[config.mk]
export PLATFORM = sky130hd
export DESIGN_NAME = tpu_mmio_seq_flat
export DESIGN_NICKNAME = d
export VERILOG_FILES = /design/src/rtl/tpu_mmio_seq_if.sv /design/src/rtl/tpu_mmio_seq.sv /design/src/flat_wrapper.sv
export SDC_FILE = /design/constraint.sdc
export NUM_CORES = 1
export LEC_CHECK = 0
export CORE_AREA = 2 2 165 167
export DETAILED_ROUTE_END_ITERATION = 12
export DIE_AREA = 0 0 167 169
export GPL_TIMING_DRIVEN = 0
export MAX_ROUTING_LAYER = met4
export SLEW_MARGIN = 20
export SYNTH_ARGS = -nofsm -noshare
export SYNTH_HDL_FRONTEND = slang
export SYNTH_SLANG_ARGS = --single-unit
[constraint.sdc]
create_clock -name clk -period 3.6 [get_ports clk]
set_clock_uncertainty 0.05 [all_clocks]
set_input_delay 0.54 -clock clk [delete_from_list [all_inputs] [get_ports clk]]
set_output_delay 0.54 -clock clk [all_outputs]
set_load 0.05 [all_outputs]
[src/rtl/tpu_mmio_seq_if.sv]
// Host access bus for the systolic matrix engine front end.
// Bus protocol: req is a one-cycle request that the slave always accepts,
// so there is no ready signal. r_w selects write (1) or read (0). Every
// accepted read is answered by rd_valid high for exactly one cycle, one
// cycle after the req, with data_out holding the read data.
interface tpu_mmio_seq_if #(
  parameter int ADDRW = 16,
  parameter int DATAW = 64
) ();
  logic             req;
  logic             r_w;
  logic [ADDRW-1:0] addr;
  logic [DATAW-1:0] data_in;
  logic [DATAW-1:0] data_out;
  logic             rd_valid;

  modport master (
    output req, r_w, addr, data_in,
    input  data_out, rd_valid
  );

  modport slave (
    input  req, r_w, addr, data_in,
    output data_out, rd_valid
  );
endinterface

[src/rtl/tpu_mmio_seq.sv]
// Memory-mapped front end and compute sequencer for a DIM x DIM systolic
// matrix engine. Decodes host accesses into A/B memory and array strobes,
// sequences an optional C-clear followed by the matmul run, and keeps
// sticky done/err status with a one-cycle completion pulse.
module tpu_mmio_seq #(
  parameter int               BITS_AB   = 8,
  parameter int               BITS_C    = 16,
  parameter int               DIM       = 8,
  parameter int               ADDRW     = 16,
  parameter int               DATAW     = 64,
  parameter logic [ADDRW-1:0] A_BASE    = 16'h0100,
  parameter logic [ADDRW-1:0] B_BASE    = 16'h0200,
  parameter logic [ADDRW-1:0] C_BASE    = 16'h0300,
  parameter logic [ADDRW-1:0] CTRL_ADDR = 16'h0400,
  parameter logic [ADDRW-1:0] STAT_ADDR = 16'h0408,
  localparam int              RW        = (DIM > 1) ? $clog2(DIM) : 1,
  localparam int              CD        = DIM * BITS_C
) (
  input  logic           clk,
  input  logic           rst,
  tpu_mmio_seq_if.slave  host,
  output logic           busy,
  output logic           done_irq,
  output logic           a_wr_en,
  output logic           a_en,
  output logic [RW-1:0]  a_row,
  output logic           b_wr_en,
  output logic           b_en,
  output logic           sa_en,
  output logic           sa_wr_en,
  output logic [RW-1:0]  c_row,
  output logic [CD-1:0]  c_wdata,
  input  logic [CD-1:0]  c_rdata,
  output logic [1:0]     dbg_state
);

  // Geometry: SB bytes per beat, CW beats per C row.
  localparam int SB   = DATAW / 8;
  localparam int SBL  = $clog2(SB);
  localparam int CW   = CD / DATAW;
  localparam int BW   = (CW > 1) ? $clog2(CW) : 1;
  localparam int CNTW = $clog2(3 * DIM);

  localparam logic [ADDRW-1:0] AB_SPAN    = ADDRW'(DIM * SB);
  localparam logic [ADDRW-1:0] C_SPAN     = ADDRW'(DIM * CW * SB);
  localparam logic [ADDRW-1:0] ALIGN_MASK = ~ADDRW'(SB - 1);
  localparam logic [ADDRW-1:0] CW_A       = ADDRW'(CW);
  localparam logic [CNTW-1:0]  CLR_LAST   = CNTW'(DIM - 1);
  localparam logic [CNTW-1:0]  RUN_LAST   = CNTW'(3 * DIM - 3);

  // A/B rows must be exactly one beat wide and C rows a whole number of beats.
  if ((DIM * BITS_AB != DATAW) || (CW < 1) || (CW * DATAW != CD)) begin : g_bad_geometry
    $error("tpu_mmio_seq: unsupported DIM/BITS_AB/BITS_C/DATAW combination");
  end

  typedef enum logic [1:0] {
    S_IDLE  = 2'd0,
    S_CLEAR = 2'd1,
    S_RUN   = 2'd2,
    S_DONE  = 2'd3
  } state_e;

  state_e           state_q, state_d;
  logic [CNTW-1:0]  cnt_q, cnt_d;
  logic             done_q, done_d;
  logic             err_q, err_d;
  logic [DATAW-1:0] data_out_q, data_out_d;
  logic             rd_valid_q, rd_valid_d;

  // Decode results.
  logic [ADDRW-1:0] addr_al;
  logic [ADDRW-1:0] a_off, b_off, c_off, c_idx;
  logic             a_hit, b_hit, c_hit, ctrl_hit, stat_hit;
  logic [RW-1:0]    a_idx, c_ridx;
  logic [BW-1:0]    c_beat;
  logic             wr, rd;
  logic             ctrl_start;
  logic             err_set;
  logic [DATAW-1:0] rdata;

  // Host request qualifiers; nothing is accepted while reset is held.
  assign wr = host.req &  host.r_w & ~rst;
  assign rd = host.req & ~host.r_w & ~rst;

  // Address decode: sub-beat address bits are ignored everywhere.
  always_comb begin
    addr_al  = host.addr & ALIGN_MASK;
    a_off    = addr_al - A_BASE;
    b_off    = addr_al - B_BASE;
    c_off    = addr_al - C_BASE;
    c_idx    = c_off >> SBL;
    a_hit    = (addr_al >= A_BASE) && (a_off < AB_SPAN);
    b_hit    = (addr_al >= B_BASE) && (b_off < AB_SPAN);
    c_hit    = (addr_al >= C_BASE) && (c_off < C_SPAN);
    ctrl_hit = (addr_al == CTRL_ADDR);
    stat_hit = (addr_al == STAT_ADDR);
    a_idx    = RW'(a_off >> SBL);
    c_ridx   = RW'(c_idx / CW_A);
    c_beat   = BW'(c_idx % CW_A);
  end

  assign ctrl_start = wr & ctrl_hit & host.data_in[0];

  // A write that would disturb a running computation is dropped and flagged.
  assign err_set = busy & wr & (a_hit | b_hit | c_hit | ctrl_start);

  // FSM state and step counter.
  always_ff @(posedge clk or posedge rst) begin
    if (rst) begin
      state_q <= S_IDLE;
      cnt_q   <= '0;
    end else begin
      state_q <= state_d;
      cnt_q   <= cnt_d;
    end
  end

  // FSM next state plus all memory/array strobes; host strobes only act in IDLE.
  always_comb begin
    state_d  = state_q;
    cnt_d    = cnt_q;
    busy     = 1'b0;
    done_irq = 1'b0;
    a_wr_en  = 1'b0;
    a_en     = 1'b0;
    a_row    = '0;
    b_wr_en  = 1'b0;
    b_en     = 1'b0;
    sa_en    = 1'b0;
    sa_wr_en = 1'b0;
    c_row    = '0;
    c_wdata  = '0;
    unique case (state_q)
      S_IDLE: begin
        if (wr && a_hit) begin
          a_wr_en = 1'b1;
          a_row   = a_idx;
        end
        if (wr && b_hit) begin
          b_wr_en = 1'b1;
          b_en    = 1'b1;
        end
        if (wr && c_hit) begin
          // Read-modify-write: only the addressed beat of the row changes.
          sa_wr_en = 1'b1;
          c_row    = c_ridx;
          c_wdata  = c_rdata;
          c_wdata[int'(c_beat)*DATAW +: DATAW] = host.data_in;
        end
        if (rd && c_hit) begin
          c_row = c_ridx;
        end
        if (ctrl_start) begin
          cnt_d   = '0;
          state_d = host.data_in[1] ? S_RUN : S_CLEAR;
        end
      end
      S_CLEAR: begin
        busy     = 1'b1;
        sa_wr_en = 1'b1;
        c_row    = RW'(cnt_q);
        if (cnt_q == CLR_LAST) begin
          cnt_d   = '0;
          state_d = S_RUN;
        end else begin
          cnt_d = cnt_q + CNTW'(1);
        end
      end
      S_RUN: begin
        busy  = 1'b1;
        a_en  = 1'b1;
        b_en  = 1'b1;
        sa_en = 1'b1;
        if (cnt_q == RUN_LAST) begin
          cnt_d   = '0;
          state_d = S_DONE;
        end else begin
          cnt_d = cnt_q + CNTW'(1);
        end
      end
      S_DONE: begin
        done_irq = 1'b1;
        if (rd && c_hit) begin
          c_row = c_ridx;
        end
        state_d = S_IDLE;
      end
      default: begin
        state_d = S_IDLE;
        cnt_d   = '0;
      end
    endcase
  end

  // Read data selection; C contents are hidden while the array is in use.
  always_comb begin
    rdata = '0;
    if (c_hit && (state_q == S_IDLE || state_q == S_DONE)) begin
      rdata = c_rdata[int'(c_beat)*DATAW +: DATAW];
    end else if (stat_hit) begin
      rdata = {{(DATAW-3){1'b0}}, err_q, done_q, busy};
    end
  end

  // Sticky status and readback next values; a done set beats a same-cycle clear.
  always_comb begin
    done_d = done_q;
    err_d  = err_q;
    if (wr && stat_hit) begin
      if (host.data_in[1]) done_d = 1'b0;
      if (host.data_in[2]) err_d  = 1'b0;
    end
    if (state_q == S_DONE) done_d = 1'b1;
    if (err_set)           err_d  = 1'b1;
    data_out_d = rd ? rdata : data_out_q;
    rd_valid_d = rd;
  end

  // Status and readback registers.
  always_ff @(posedge clk or posedge rst) begin
    if (rst) begin
      done_q     <= 1'b0;
      err_q      <= 1'b0;
      data_out_q <= '0;
      rd_valid_q <= 1'b0;
    end else begin
      done_q     <= done_d;
      err_q      <= err_d;
      data_out_q <= data_out_d;
      rd_valid_q <= rd_valid_d;
    end
  end

  assign host.data_out = data_out_q;
  assign host.rd_valid = rd_valid_q;
  assign dbg_state     = state_q;

endmodule

[src/flat_wrapper.sv]
// flat-port wrapper written by rule: the top's interface ports become plain ports
module tpu_mmio_seq_flat 
#(
  parameter int               BITS_AB   = 8,
  parameter int               BITS_C    = 16,
  parameter int               DIM       = 8,
  parameter int               ADDRW     = 16,
  parameter int               DATAW     = 64,
  parameter logic [ADDRW-1:0] A_BASE    = 16'h0100,
  parameter logic [ADDRW-1:0] B_BASE    = 16'h0200,
  parameter logic [ADDRW-1:0] C_BASE    = 16'h0300,
  parameter logic [ADDRW-1:0] CTRL_ADDR = 16'h0400,
  parameter logic [ADDRW-1:0] STAT_ADDR = 16'h0408,
  localparam int              RW        = (DIM > 1) ? $clog2(DIM) : 1,
  localparam int              CD        = DIM * BITS_C
)
  (clk, rst, busy, done_irq, a_wr_en, a_en, a_row, b_wr_en, b_en, sa_en, sa_wr_en, c_row, c_wdata, c_rdata, dbg_state, host_req, host_r_w, host_addr, host_data_in, host_data_out, host_rd_valid);
  tpu_mmio_seq_if #(.ADDRW(ADDRW), .DATAW(DATAW)) host_i ();
  input  logic clk;
  input  logic rst;
  output logic busy;
  output logic done_irq;
  output logic a_wr_en;
  output logic a_en;
  output logic [RW-1:0] a_row;
  output logic b_wr_en;
  output logic b_en;
  output logic sa_en;
  output logic sa_wr_en;
  output logic [RW-1:0] c_row;
  output logic [CD-1:0] c_wdata;
  input  logic [CD-1:0] c_rdata;
  output logic [1:0] dbg_state;
  input wire logic [$bits(host_i.req)-1:0] host_req;
  input wire logic [$bits(host_i.r_w)-1:0] host_r_w;
  input wire logic [$bits(host_i.addr)-1:0] host_addr;
  input wire logic [$bits(host_i.data_in)-1:0] host_data_in;
  output wire logic [$bits(host_i.data_out)-1:0] host_data_out;
  output wire logic [$bits(host_i.rd_valid)-1:0] host_rd_valid;
  assign host_i.req = host_req;
  assign host_i.r_w = host_r_w;
  assign host_i.addr = host_addr;
  assign host_i.data_in = host_data_in;
  assign host_data_out = host_i.data_out;
  assign host_rd_valid = host_i.rd_valid;
  tpu_mmio_seq #(.BITS_AB(BITS_AB), .BITS_C(BITS_C), .DIM(DIM), .ADDRW(ADDRW), .DATAW(DATAW), .A_BASE(A_BASE), .B_BASE(B_BASE), .C_BASE(C_BASE), .CTRL_ADDR(CTRL_ADDR), .STAT_ADDR(STAT_ADDR)) u_core (.clk(clk), .rst(rst), .host(host_i), .busy(busy), .done_irq(done_irq), .a_wr_en(a_wr_en), .a_en(a_en), .a_row(a_row), .b_wr_en(b_wr_en), .b_en(b_en), .sa_en(sa_en), .sa_wr_en(sa_wr_en), .c_row(c_row), .c_wdata(c_wdata), .c_rdata(c_rdata), .dbg_state(dbg_state));
endmodule
==> summary.md <==
| Metric | Value |
|---|---|
| CP Cell Sequence | clkdlybuf4s50_1, inv_1, ha_1, xor2_1, nand3_1, or3_1, buf_4, buf_6, nor2_2, buf_4 |
| Status | finished clean |
| Crit Reg-Reg Startpoint | u_core.dbg_state[1] |
| Most frequent cells in the layout | 276 x clkdlybuf4s50_1, 191 x mux2i_1, 141 x nor2_1 |
| WL met1 | about 13 mm |
| Clock Path Buffers | 2 |
| Worst R2R End | u_core.host.data_out[31] |
| Final wirelength | between 20 and 30 mm |
| Die Wd | 167 um |
| Yosys reg bits | 74 |
| Vias | around 6800 |
| Final period util | 97.4% |
| Drt pass-1 iters | 6 |
| RSZ-0062 raised after global routing | true |
| Setup violators final | 0 |
| Most common cell after layout, fill and taps aside | clkdlybuf4s50_1 |
| Post-Syn Area | between 0.006 and 0.007 sq mm |
| Clock root cell | clkbuf_16 |
| TritonCTS clock tree | built |
| Largest net degree at the start of global routing | 39 |
| DRC | 0 |
| Cell mode on critical path | buf_4 |
| CP max FO | 10 |
| Vias in the first global route | 7165 |
| IO Port Bufs | 415 |
| CTS Buf Count | 9 |
| Clock Pin Slew Worst Setup and Hold Paths | about 60 ps |
| Critical Path AT | 2920 ps |
| Depth of the CTS H-tree | 3 |
| Initial antenna violation count | 0 |
| Core area | 0.0265 sq mm |
| Buf+Inv Stages, Crit Path | 5 |
| Post-Layout Inst Area | between 0.01 and 0.015 sq mm |
| Clock sink count | 74 |
| EDFF count, synth | 0 |
| PD cells | 298 mW/mm^2 |
| Largest stage delay, worst path | approximately 500 ps |
| Ant diodes | 0 |
| Final #Nets | roughly 1300 |
| Wire length of the first global-routing pass | 43.9 mm |
| GRT Resource Usage Total | 20.9% |
| Crit path capture type | output pin |
| Final core utilization | 40.8% |
| Netlist cell types | 46 |
| Least-Margin Pin Slew | 988 ps |
| Clk_lat worst skew | 340 ps |
| Top routing layer in use | met4 |
| Leak | just over 5 nW |
| Post-DP HPWL | 23.1 mm |
| Layout Area Growth over Synthesis | 69.7% |
| Die area | ~0.028 sq mm |
| I/O pins | 421 |
| Share of cells above drive strength 1 | 21.9% |
| Seq/Total Area, Yosys | 29.0% |
| Starting Density | 24.1% |
| Final min period | 3510 ps |
| Placed Area | 0.0110 sq mm |
| Met2 routed WL | 15.0 mm |
| Metal3 WL | 1.61 mm |
| Antenna violation net count after detailed routing | 0 |
| GRT overflow | 0 |
| Cells after Synth | 690 |
| Yosys warns | 0 |
| Row count | 60 |
| Slowest CP cell | clkdlybuf4s50_1 |
| Rel. slew slack | 34.2% |
| Syn nets | 913 |
| Final hold viol count | 0 |
| Crit path max-delay family | buffers and inverters |
| Kind of critical path | in2out |
| GPL Wtd Cong | between 0.8 and 0.9 |
| Worst R2R Setup Slack | 1470 ps |
| Worst EP required | 3010 ps |
| Routed vias/inst | 4.68 |
| Fin worst setup slack | 91.9 ps |
| F_max | 285 MHz |
| Asr flop ratio synth | 100% |
| Avg Inst Size Synth | 9.24 sq um |
| Maximum vdd ir drop | approximately 370 uV |
| Wire length per cell | 20.4 um |
| Crit start category | input port |
| MaxCap Viol Count | 0 |
| DIE HEIGHT | around 170 um |
| Placed cell count | approximately 1400 |
| Final Max Tran Viols | 0 |
| Cells on worst reg2reg path | 6 |
| HP Class | in2async |
| Post-Layout Cell Count | between 1000 and 1500 |
| Postcts setup bufs | 0 |
| Pre-CTS setup slack | -1410 ps |
| Cts hold-fix bufs | 0 |
| Top_reg_cell synth | dfrtp_1 |
| Starting DRC count in detailed routing | 188 |
how the worst max path moves through the flow:
stage | from | to | slack [ps] | cells after the start
CTS | host_addr[10] | c_wdata[42] | 3 | 10
detailed placement | rst | c_wdata[88] | -1410 | 10
global route | host_addr[10] | c_wdata[39] | -4 | 10
floorplan | rst | c_wdata[100] | 60 | 8
global placement | rst | c_wdata[88] | -1400 | 10
finish | host_addr[10] | c_wdata[88] | 90 | 10
worst register-to-register path: stages, from the launching register on:
cell and delay, ps:
dfrtp_1 480, inv_1 100, ha_1 400, or3_1 430, buf_6 180, buf_6 170, o31ai_2 230
logic make-up after synthesis:
logic type	synth area share [%]
buffers and inverters	6.42
flip-flops	29.0
adder cells (fa/ha/maj)	2.16
XOR/XNOR	0.275
AND/OR/NAND/NOR	16.9
AO/OA/AOI/OAI	15.2
multiplexers	30.0
sequential cells by signal, summed over array words and instances (netlist names):
signal,count
u_core.host.rd_valid,1
u_core.err_q,1
u_core.dbg_state,2
u_core.host.data_out,64
u_core.cnt_q,5
u_core.done_q,1
cells in the mapped netlist, types with 2 or more instances:
cell        n  share of area (%)
or3_1       3               0.29
ha_1       11                2.2
buf_6      19                3.4
a21o_1      2               0.24
buf_1       6               0.35
and2_1      4               0.39
nor3b_1     2               0.24
buf_2       3               0.24
nand3b_1    2               0.24
a22oi_1     3               0.35
and3_1      2               0.20
o31ai_1     2               0.24
o31ai_2    60                 12
a21oi_1    11               0.86
nor2b_1     4               0.39
clkbuf_1   28                1.6
nand3_1    10               0.78
or2_2       2               0.20
mux2i_1   191                 30
nand2_1    70                4.1
buf_4       3               0.35
nor2_1    143                8.4
nor4_1      2               0.20
inv_1       7               0.41
o21ai_0     4               0.31
dfrtp_1    74                 29
o22a_1      3               0.41
power by group:
part / leakage [nW] / internal (W) / total, W / switching, W
logic: 3.89 / 0.000551 / 0.00126 / 0.000707
registers: 1.02 / 0.000861 / 0.000901 / 0.0000402
clock network: 0.162 / 0.000677 / 0.00106 / 0.000383
total: 5.07 / 0.00209 / 0.00322 / 0.00113
through the flow:
step	hold slack, ps	total power (W)	TNS (ps)
2_1_floorplan	400	0.00165	0
3_3_place_gp	414	0.00217	-173630
3_5_place_dp	420	0.00217	-170180
4_1_cts	356	0.00326	0
5_1_grt	360	0.00337	-8.53
6_report	331	0.00322	0
cell type report:
type / instances / area, sq um
Clock inverter: 6 / 115
Clock buffer: 9 / 225
Inverter: 8 / 56.3
Timing Repair Buffer: 415 / 3610
Tap cell: 341 / 427
Fill cell: 2790 / 15700
Multi-Input combinational cell: 549 / 4140
Buffer: 59 / 383
Timing Repair inverter: 2 / 17.5
Sequential cell: 74 / 1850
per-layer routing:
metal | GRT usage (%) | up-vias
met2 | 36.7 | 268
met4 | 4.42 | 0
met3 | 3.72 | 33
li1 | - | 3302
met5 | - | -
met1 | 25.1 | 3244
what timing repair did:
action	CTS	global route
cloned	2	0
resized for setup	406	242
setup endpoints to repair	138	131
Note: power is estimated with default switching activity, not from simulation.
